## src/rtl/axi_arb_pkg.sv

```systemverilog
// axi_arb_pkg: shared state codes, AXI constants and sizing helpers
// for the single-outstanding AXI3 read-channel arbiter.
package axi_arb_pkg;

  typedef logic [1:0] state_t;

  localparam state_t IDLE = 2'd0;
  localparam state_t ADDR = 2'd1;
  localparam state_t DATA = 2'd2;

  typedef enum logic [1:0] {
    BURST_FIXED = 2'b00,
    BURST_INCR  = 2'b01,
    BURST_WRAP  = 2'b10
  } burst_e;

  typedef enum logic [1:0] {
    RESP_OKAY   = 2'b00,
    RESP_EXOKAY = 2'b01,
    RESP_SLVERR = 2'b10,
    RESP_DECERR = 2'b11
  } resp_e;

  function automatic int idx_w(input int n);
    return (n > 1) ? $clog2(n) : 1;
  endfunction

endpackage

```

## src/rtl/axi_rd_arbiter_rr.sv

```systemverilog
// rr_arbiter: combinational round-robin pick, first requester at or
// after the pointer, wrapping modulo N.
module rr_arbiter
  import axi_arb_pkg::*;
#(
  parameter int N  = 2,
  parameter int IW = 1
) (
  input  logic [N-1:0]  req_i,
  input  logic [IW-1:0] ptr_i,
  output logic [IW-1:0] gnt_o,
  output logic          any_o
);

  int idx;

  // Walk farthest-first so the nearest requester is written last and wins.
  always_comb begin
    gnt_o = '0;
    idx   = 0;
    for (int k = N - 1; k >= 0; k--) begin
      idx = int'(ptr_i) + k;
      if (idx >= N) idx = idx - N;
      if (req_i[idx]) gnt_o = IW'(idx);
    end
  end

  assign any_o = |req_i;

endmodule

```

## src/rtl/axi_rd_arbiter.sv

```systemverilog
// axi_rd_arbiter: N-master to 1-slave AXI3 read arbiter, one burst
// in flight, round-robin on AR, flags rlast/arlen disagreement.
module axi_rd_arbiter
  import axi_arb_pkg::*;
#(
  parameter int NUM_MST = 2,
  parameter int ADDR_W  = 32,
  parameter int LEN_W   = 4,
  parameter int ID_W    = 32,
  parameter int DATA_W  = 128
) (
  input  logic                      clk,
  input  logic                      aresetn,
  input  logic [NUM_MST-1:0]        m_arvalid,
  input  logic [NUM_MST*ADDR_W-1:0] m_araddr,
  input  logic [NUM_MST*LEN_W-1:0]  m_arlen,
  input  logic [NUM_MST*3-1:0]      m_arsize,
  input  logic [NUM_MST*2-1:0]      m_arburst,
  input  logic [NUM_MST*ID_W-1:0]   m_arid,
  output logic [NUM_MST-1:0]        m_arready,
  output logic [NUM_MST-1:0]        m_rvalid,
  output logic [DATA_W-1:0]         m_rdata,
  output logic [1:0]                m_rresp,
  output logic [ID_W-1:0]           m_rid,
  output logic                      m_rlast,
  input  logic [NUM_MST-1:0]        m_rready,
  output logic                      s_arvalid,
  output logic [ADDR_W-1:0]         s_araddr,
  output logic [LEN_W-1:0]          s_arlen,
  output logic [2:0]                s_arsize,
  output logic [1:0]                s_arburst,
  output logic [ID_W-1:0]           s_arid,
  input  logic                      s_arready,
  input  logic                      s_rvalid,
  input  logic [DATA_W-1:0]         s_rdata,
  input  logic [1:0]                s_rresp,
  input  logic [ID_W-1:0]           s_rid,
  input  logic                      s_rlast,
  output logic                      s_rready,
  output logic                      busy,
  output logic [$clog2(NUM_MST)-1:0] grant,
  output logic                      len_err
);

  localparam int GW = idx_w(NUM_MST);

  state_t          state_q, state_d;
  logic [GW-1:0]   rr_ptr_q, rr_ptr_d;
  logic [GW-1:0]   grant_q, grant_d;
  logic [GW-1:0]   pick, next_ptr;
  logic [LEN_W:0]  beat_cnt_q, beat_cnt_d;
  logic [LEN_W-1:0] exp_len_q, exp_len_d;
  logic            len_err_q, len_err_d;
  logic            any_req, ar_hs, r_hs, last_hit;

  logic [ADDR_W-1:0] addr_a  [NUM_MST];
  logic [LEN_W-1:0]  len_a   [NUM_MST];
  logic [2:0]        size_a  [NUM_MST];
  logic [1:0]        burst_a [NUM_MST];
  logic [ID_W-1:0]   id_a    [NUM_MST];

  for (genvar i = 0; i < NUM_MST; i++) begin : g_slice
    assign addr_a[i]  = m_araddr[i*ADDR_W +: ADDR_W];
    assign len_a[i]   = m_arlen[i*LEN_W +: LEN_W];
    assign size_a[i]  = m_arsize[i*3 +: 3];
    assign burst_a[i] = m_arburst[i*2 +: 2];
    assign id_a[i]    = m_arid[i*ID_W +: ID_W];
  end

  rr_arbiter #(
    .N  (NUM_MST),
    .IW (GW)
  ) u_rr (
    .req_i (m_arvalid),
    .ptr_i (rr_ptr_q),
    .gnt_o (pick),
    .any_o (any_req)
  );

  assign s_arvalid = (state_q == ADDR);
  assign s_araddr  = addr_a[grant_q];
  assign s_arlen   = len_a[grant_q];
  assign s_arsize  = size_a[grant_q];
  assign s_arburst = burst_a[grant_q];
  assign s_arid    = id_a[grant_q];
  assign s_rready  = (state_q == DATA) && m_rready[grant_q];

  assign m_rdata = s_rdata;
  assign m_rresp = s_rresp;
  assign m_rid   = s_rid;
  assign m_rlast = s_rlast;

  always_comb begin
    m_arready = '0;
    m_rvalid  = '0;
    if (state_q == ADDR) m_arready[grant_q] = s_arready;
    if (state_q == DATA) m_rvalid[grant_q] = s_rvalid;
  end

  assign ar_hs    = s_arvalid && s_arready;
  assign r_hs     = s_rvalid && s_rready;
  assign last_hit = (beat_cnt_q == {1'b0, exp_len_q});
  assign next_ptr = (grant_q == GW'(NUM_MST - 1)) ? '0 : grant_q + GW'(1);

  always_comb begin
    state_d    = state_q;
    rr_ptr_d   = rr_ptr_q;
    grant_d    = grant_q;
    beat_cnt_d = beat_cnt_q;
    exp_len_d  = exp_len_q;
    len_err_d  = 1'b0;
    unique case (state_q)
      IDLE: begin
        if (any_req) begin
          grant_d    = pick;
          beat_cnt_d = '0;
          state_d    = ADDR;
        end
      end
      ADDR: begin
        if (ar_hs) begin
          exp_len_d = len_a[grant_q];
          state_d   = DATA;
        end
      end
      DATA: begin
        if (r_hs) begin
          beat_cnt_d = beat_cnt_q + (LEN_W+1)'(1);
          // A mismatch is flagged but rlast alone ends the burst.
          if (s_rlast) begin
            len_err_d = !last_hit;
            state_d   = IDLE;
            rr_ptr_d  = next_ptr;
          end else begin
            len_err_d = last_hit;
          end
        end
      end
      default: state_d = IDLE;
    endcase
  end

  always_ff @(posedge clk) begin
    if (!aresetn) begin
      state_q    <= IDLE;
      rr_ptr_q   <= '0;
      grant_q    <= '0;
      beat_cnt_q <= '0;
      exp_len_q  <= '0;
      len_err_q  <= 1'b0;
    end else begin
      state_q    <= state_d;
      rr_ptr_q   <= rr_ptr_d;
      grant_q    <= grant_d;
      beat_cnt_q <= beat_cnt_d;
      exp_len_q  <= exp_len_d;
      len_err_q  <= len_err_d;
    end
  end

  assign busy    = (state_q != IDLE);
  assign grant   = grant_q;
  assign len_err = len_err_q;

endmodule

```

## config.mk

```make
export PLATFORM = sky130hd
export DESIGN_NAME = axi_rd_arbiter
export DESIGN_NICKNAME = d
export VERILOG_FILES = /design/src/rtl/axi_arb_pkg.sv /design/src/rtl/axi_rd_arbiter_rr.sv /design/src/rtl/axi_rd_arbiter.sv
export SDC_FILE = /design/constraint.sdc
export NUM_CORES = 1
export LEC_CHECK = 0
export ABC_CLOCK_PERIOD_IN_PS = 2960
export BUFFER_PORTS_ARGS = -buffer_cell sky130_fd_sc_hd__buf_2
export CAP_MARGIN = 25
export CORE_AREA = 3 3 216 218
export DETAILED_ROUTE_END_ITERATION = 16
export DIE_AREA = 0 0 219 221
export PLACE_DENSITY = 0.33
export SLEW_MARGIN = 10
export SYNTH_ARGS = -nofsm -noshare
export SYNTH_HDL_FRONTEND = slang
export SYNTH_SLANG_ARGS = --single-unit
```

## constraint.sdc

```tcl
create_clock -name clk -period 2.96 [get_ports clk]
set_input_delay 0.74 -clock clk [delete_from_list [all_inputs] [get_ports clk]]
set_output_delay 0.74 -clock clk [all_outputs]
set_load 0.03 [all_outputs]
```

==> impl_metrics.json <==
{
  "grtUsageMet1_pct": 4.01,
  "maxCapViolCount": 0,
  "cts_hold_buf": 0,
  "cts-root-buf": "clkbuf_16",
  "worst_pin_slew_ns": 0.430,
  "grt_busiest_layer": "met2",
  "arrival_ns": 1.60,
  "ant_nets": 0,
  "synth_top_family_by_area": "buffers and inverters",
  "synthAdderAreaFrac_pct": 0.440,
  "hpwlAfterDp_mm": 11.1,
  "die-area_um2": 48400,
  "die_w_um": 219,
  "grtUsageTotal_pct": 4.69,
  "yosysMostFrequentCell": "buf_4",
  "outcome": "complete, no violations",
  "synth_compound_area_share_pct": 3.96,
  "powerDensity_nw_per_um2": 300,
  "syn_area_um2": 2840,
  "synth_largest_area_cell": "buf_4",
  "required_ns": 2.22,
  "netlist-cell-type-count": 31,
  "grt_overflow": 0,
  "clk_latency_ns": 0.25,
  "dieHeight_um": 221,
  "swShare_pct": 40.6,
  "cts_tree": "built",
  "internal-power_uw": 646,
  "setup_viol": 0,
  "synthCells": 329,
  "synthXorXnorAreaFrac_pct": 1.23,
  "routed_wl_mm": 12.5,
  "critPathMaxFanout": 30,
  "yosys.area_share.simple_pct": 7.79,
  "synth_flop_cell": "dfxtp_1",
  "drt-pass1-iter-count": 4,
  "finClkSkew_ns": 0.00803,
  "p_clk_share_pct": 26.6,
  "final_nets": 717,
  "layout_setup_ws_ns": 0.619,
  "clockBufferDepth": 2,
  "p_switching_uw": 442,
  "grt_max_degree": 49,
  "whs_ns": 0.505,
  "place_congestion": 0.710,
  "placedCellCount": 994,
  "total_power_mw": 1.09,
  "area_delta_synth_final_pct": 27.3,
  "tns_ns": 0,
  "final.period_utilization_pct": 79.1,
  "initial_core_util_pct": 6.31,
  "synth_warnings": 0,
  "wire_per_inst_um": 12.5,
  "grt_pass1_wl_mm": 16.6,
  "ys_ff_latch": 14,
  "clk_pin_slew_ns": 0.05,
  "hp-class": "flop to flop",
  "leakage_nw": 1.55,
  "cts_resized": 0,
  "yosys.area.top_type_share_pct": 43.3,
  "insertedDiodeCount": 0,
  "vias": 2451,
  "grt_pass1_vias": 2632,
  "grt_use_met2_pct": 7.78,
  "clock_sinks": 14,
  "io_buffers": 237,
  "synth_mux_area_share_pct": 31.5,
  "met3_usage_pct": 2.31,
  "ioPinCount": 562,
  "drc": 0,
  "ys_top_cells_by_count": "buf_4, mux2_2, dfxtp_1",
  "post_drt_via_cell_ratio": 2.46,
  "hold_viol": 0,
  "ys_seq_area_share_pct": 9.85,
  "crit_path_start_kind": "flop",
  "timing.fmax_ghz": 0.427,
  "fin_cells": 998,
  "avgSynthCellArea_um2": 8.64,
  "seqPwrFrac_pct": 18.9,
  "fin_crit_ns": 2.34,
  "dp_slack_ns": 0.832,
  "synth.area.top_cells": "buf_4, mux2_2, dfxtp_1",
  "relSlewSlack_pct": 71.4,
  "dr.first_iter.drc_count": 23,
  "async_flop_share_pct": 0,
  "antenna_found_initial": 0,
  "p_comb_share_pct": 54.5,
  "cp-end-kind": "output pin",
  "core_um2": 45100,
  "synth.net_count": 647,
  "worstSetupPathType": "flop to output pin",
  "rsz0062_at_grt": "false",
  "peakVddDrop_mv": 0.176,
  "cts_made_buffers": 3,
  "row_count": 78,
  "synth_edf_count": 0,
  "postCtsSetupRepairBufs": 0,
  "h-tree-depth": 1,
  "layout-drive-gt1-share_pct": 80.7,
  "drv_slew": 0
}
==> through the flow <==
stage / area, um^2 / utilization, %
final: 3620 / 8.03
after global routing: 3620 / 8.03
after CTS: 3620 / 8.03
after detailed placement: 3530 / 7.83
after global placement: 3530 / 7.83
after floorplan: 2840 / -
==> worst paths after layout <==
path / start / endpoint / slack (ns) / cells past startpoint
setup / recovery: grant / s_arid[18] / 0.62 / 3
hold reg to reg: rr_ptr_q / rr_ptr_q / 0.50 / 1
hold / removal: rr_ptr_q / rr_ptr_q / 0.50 / 1
setup reg to reg: grant / rr_ptr_q / 1.34 / 5
==> sequential cells by signal, indices dropped and copies added (netlist names) <==
register    flops
len_err         1
rr_ptr_q        1
grant           1
state_q         2
beat_cnt_q      5
exp_len_q       4
==> power groups by stage <==
stage	Clock [mW]	Combinational (mW)	Sequential, mW
after floorplan	0	0.790	0.206
after global placement	0	0.602	0.210
after detailed placement	0	0.602	0.209
after CTS	0.298	0.604	0.206
after global routing	0.306	0.633	0.206
final	0.290	0.593	0.205
==> per-layer routing <==
layer	vias to the layer above	routed length, um
met5	-	0
met4	0	1370
met3	90	1910
met2	278	5500
met1	1018	3700
li1	1065	-
==> worst max-delay path, stage by stage (launching register included) <==
cell     delay, ns
dfxtp_4       0.38
buf_4         0.37
mux2_2        0.38
buf_2         0.18
==> cells by family after synthesis <==
logic type,after synthesis
buffers and inverters,176
muxes,79
and+or+nand+nor,40
AOI/OAI and AO/OA,15
DFF,14
xor gates and xnor gates,4
adders and majority gates,1
==> layout make-up <==
class                      instances  area [um^2]
sequential                        14          284
tap                              600          751
multi-input combinational        139         1280
fill                            5325        41500
timing repair buffer             239         1210
clock buffer                       4         88.8
inverter                           2         7.51
==> placed cells by master (no fill, tap or decap), drive strengths merged, types with 3 or more instances in the layout <==
| cell | count |
|---|---|
| mux2 | 73 |
| xnor2 | 3 |
| nand2b | 4 |
| nor2 | 7 |
| mux2i | 6 |
| buf | 239 |
| dfxtp | 14 |
| nand3 | 4 |
| a21boi | 3 |
| o21a | 4 |
| a21oi | 3 |
| nor2b | 9 |
| and2 | 3 |
| clkbuf | 4 |
| nand2 | 5 |
Note: power is estimated with default switching activity, not from simulation.
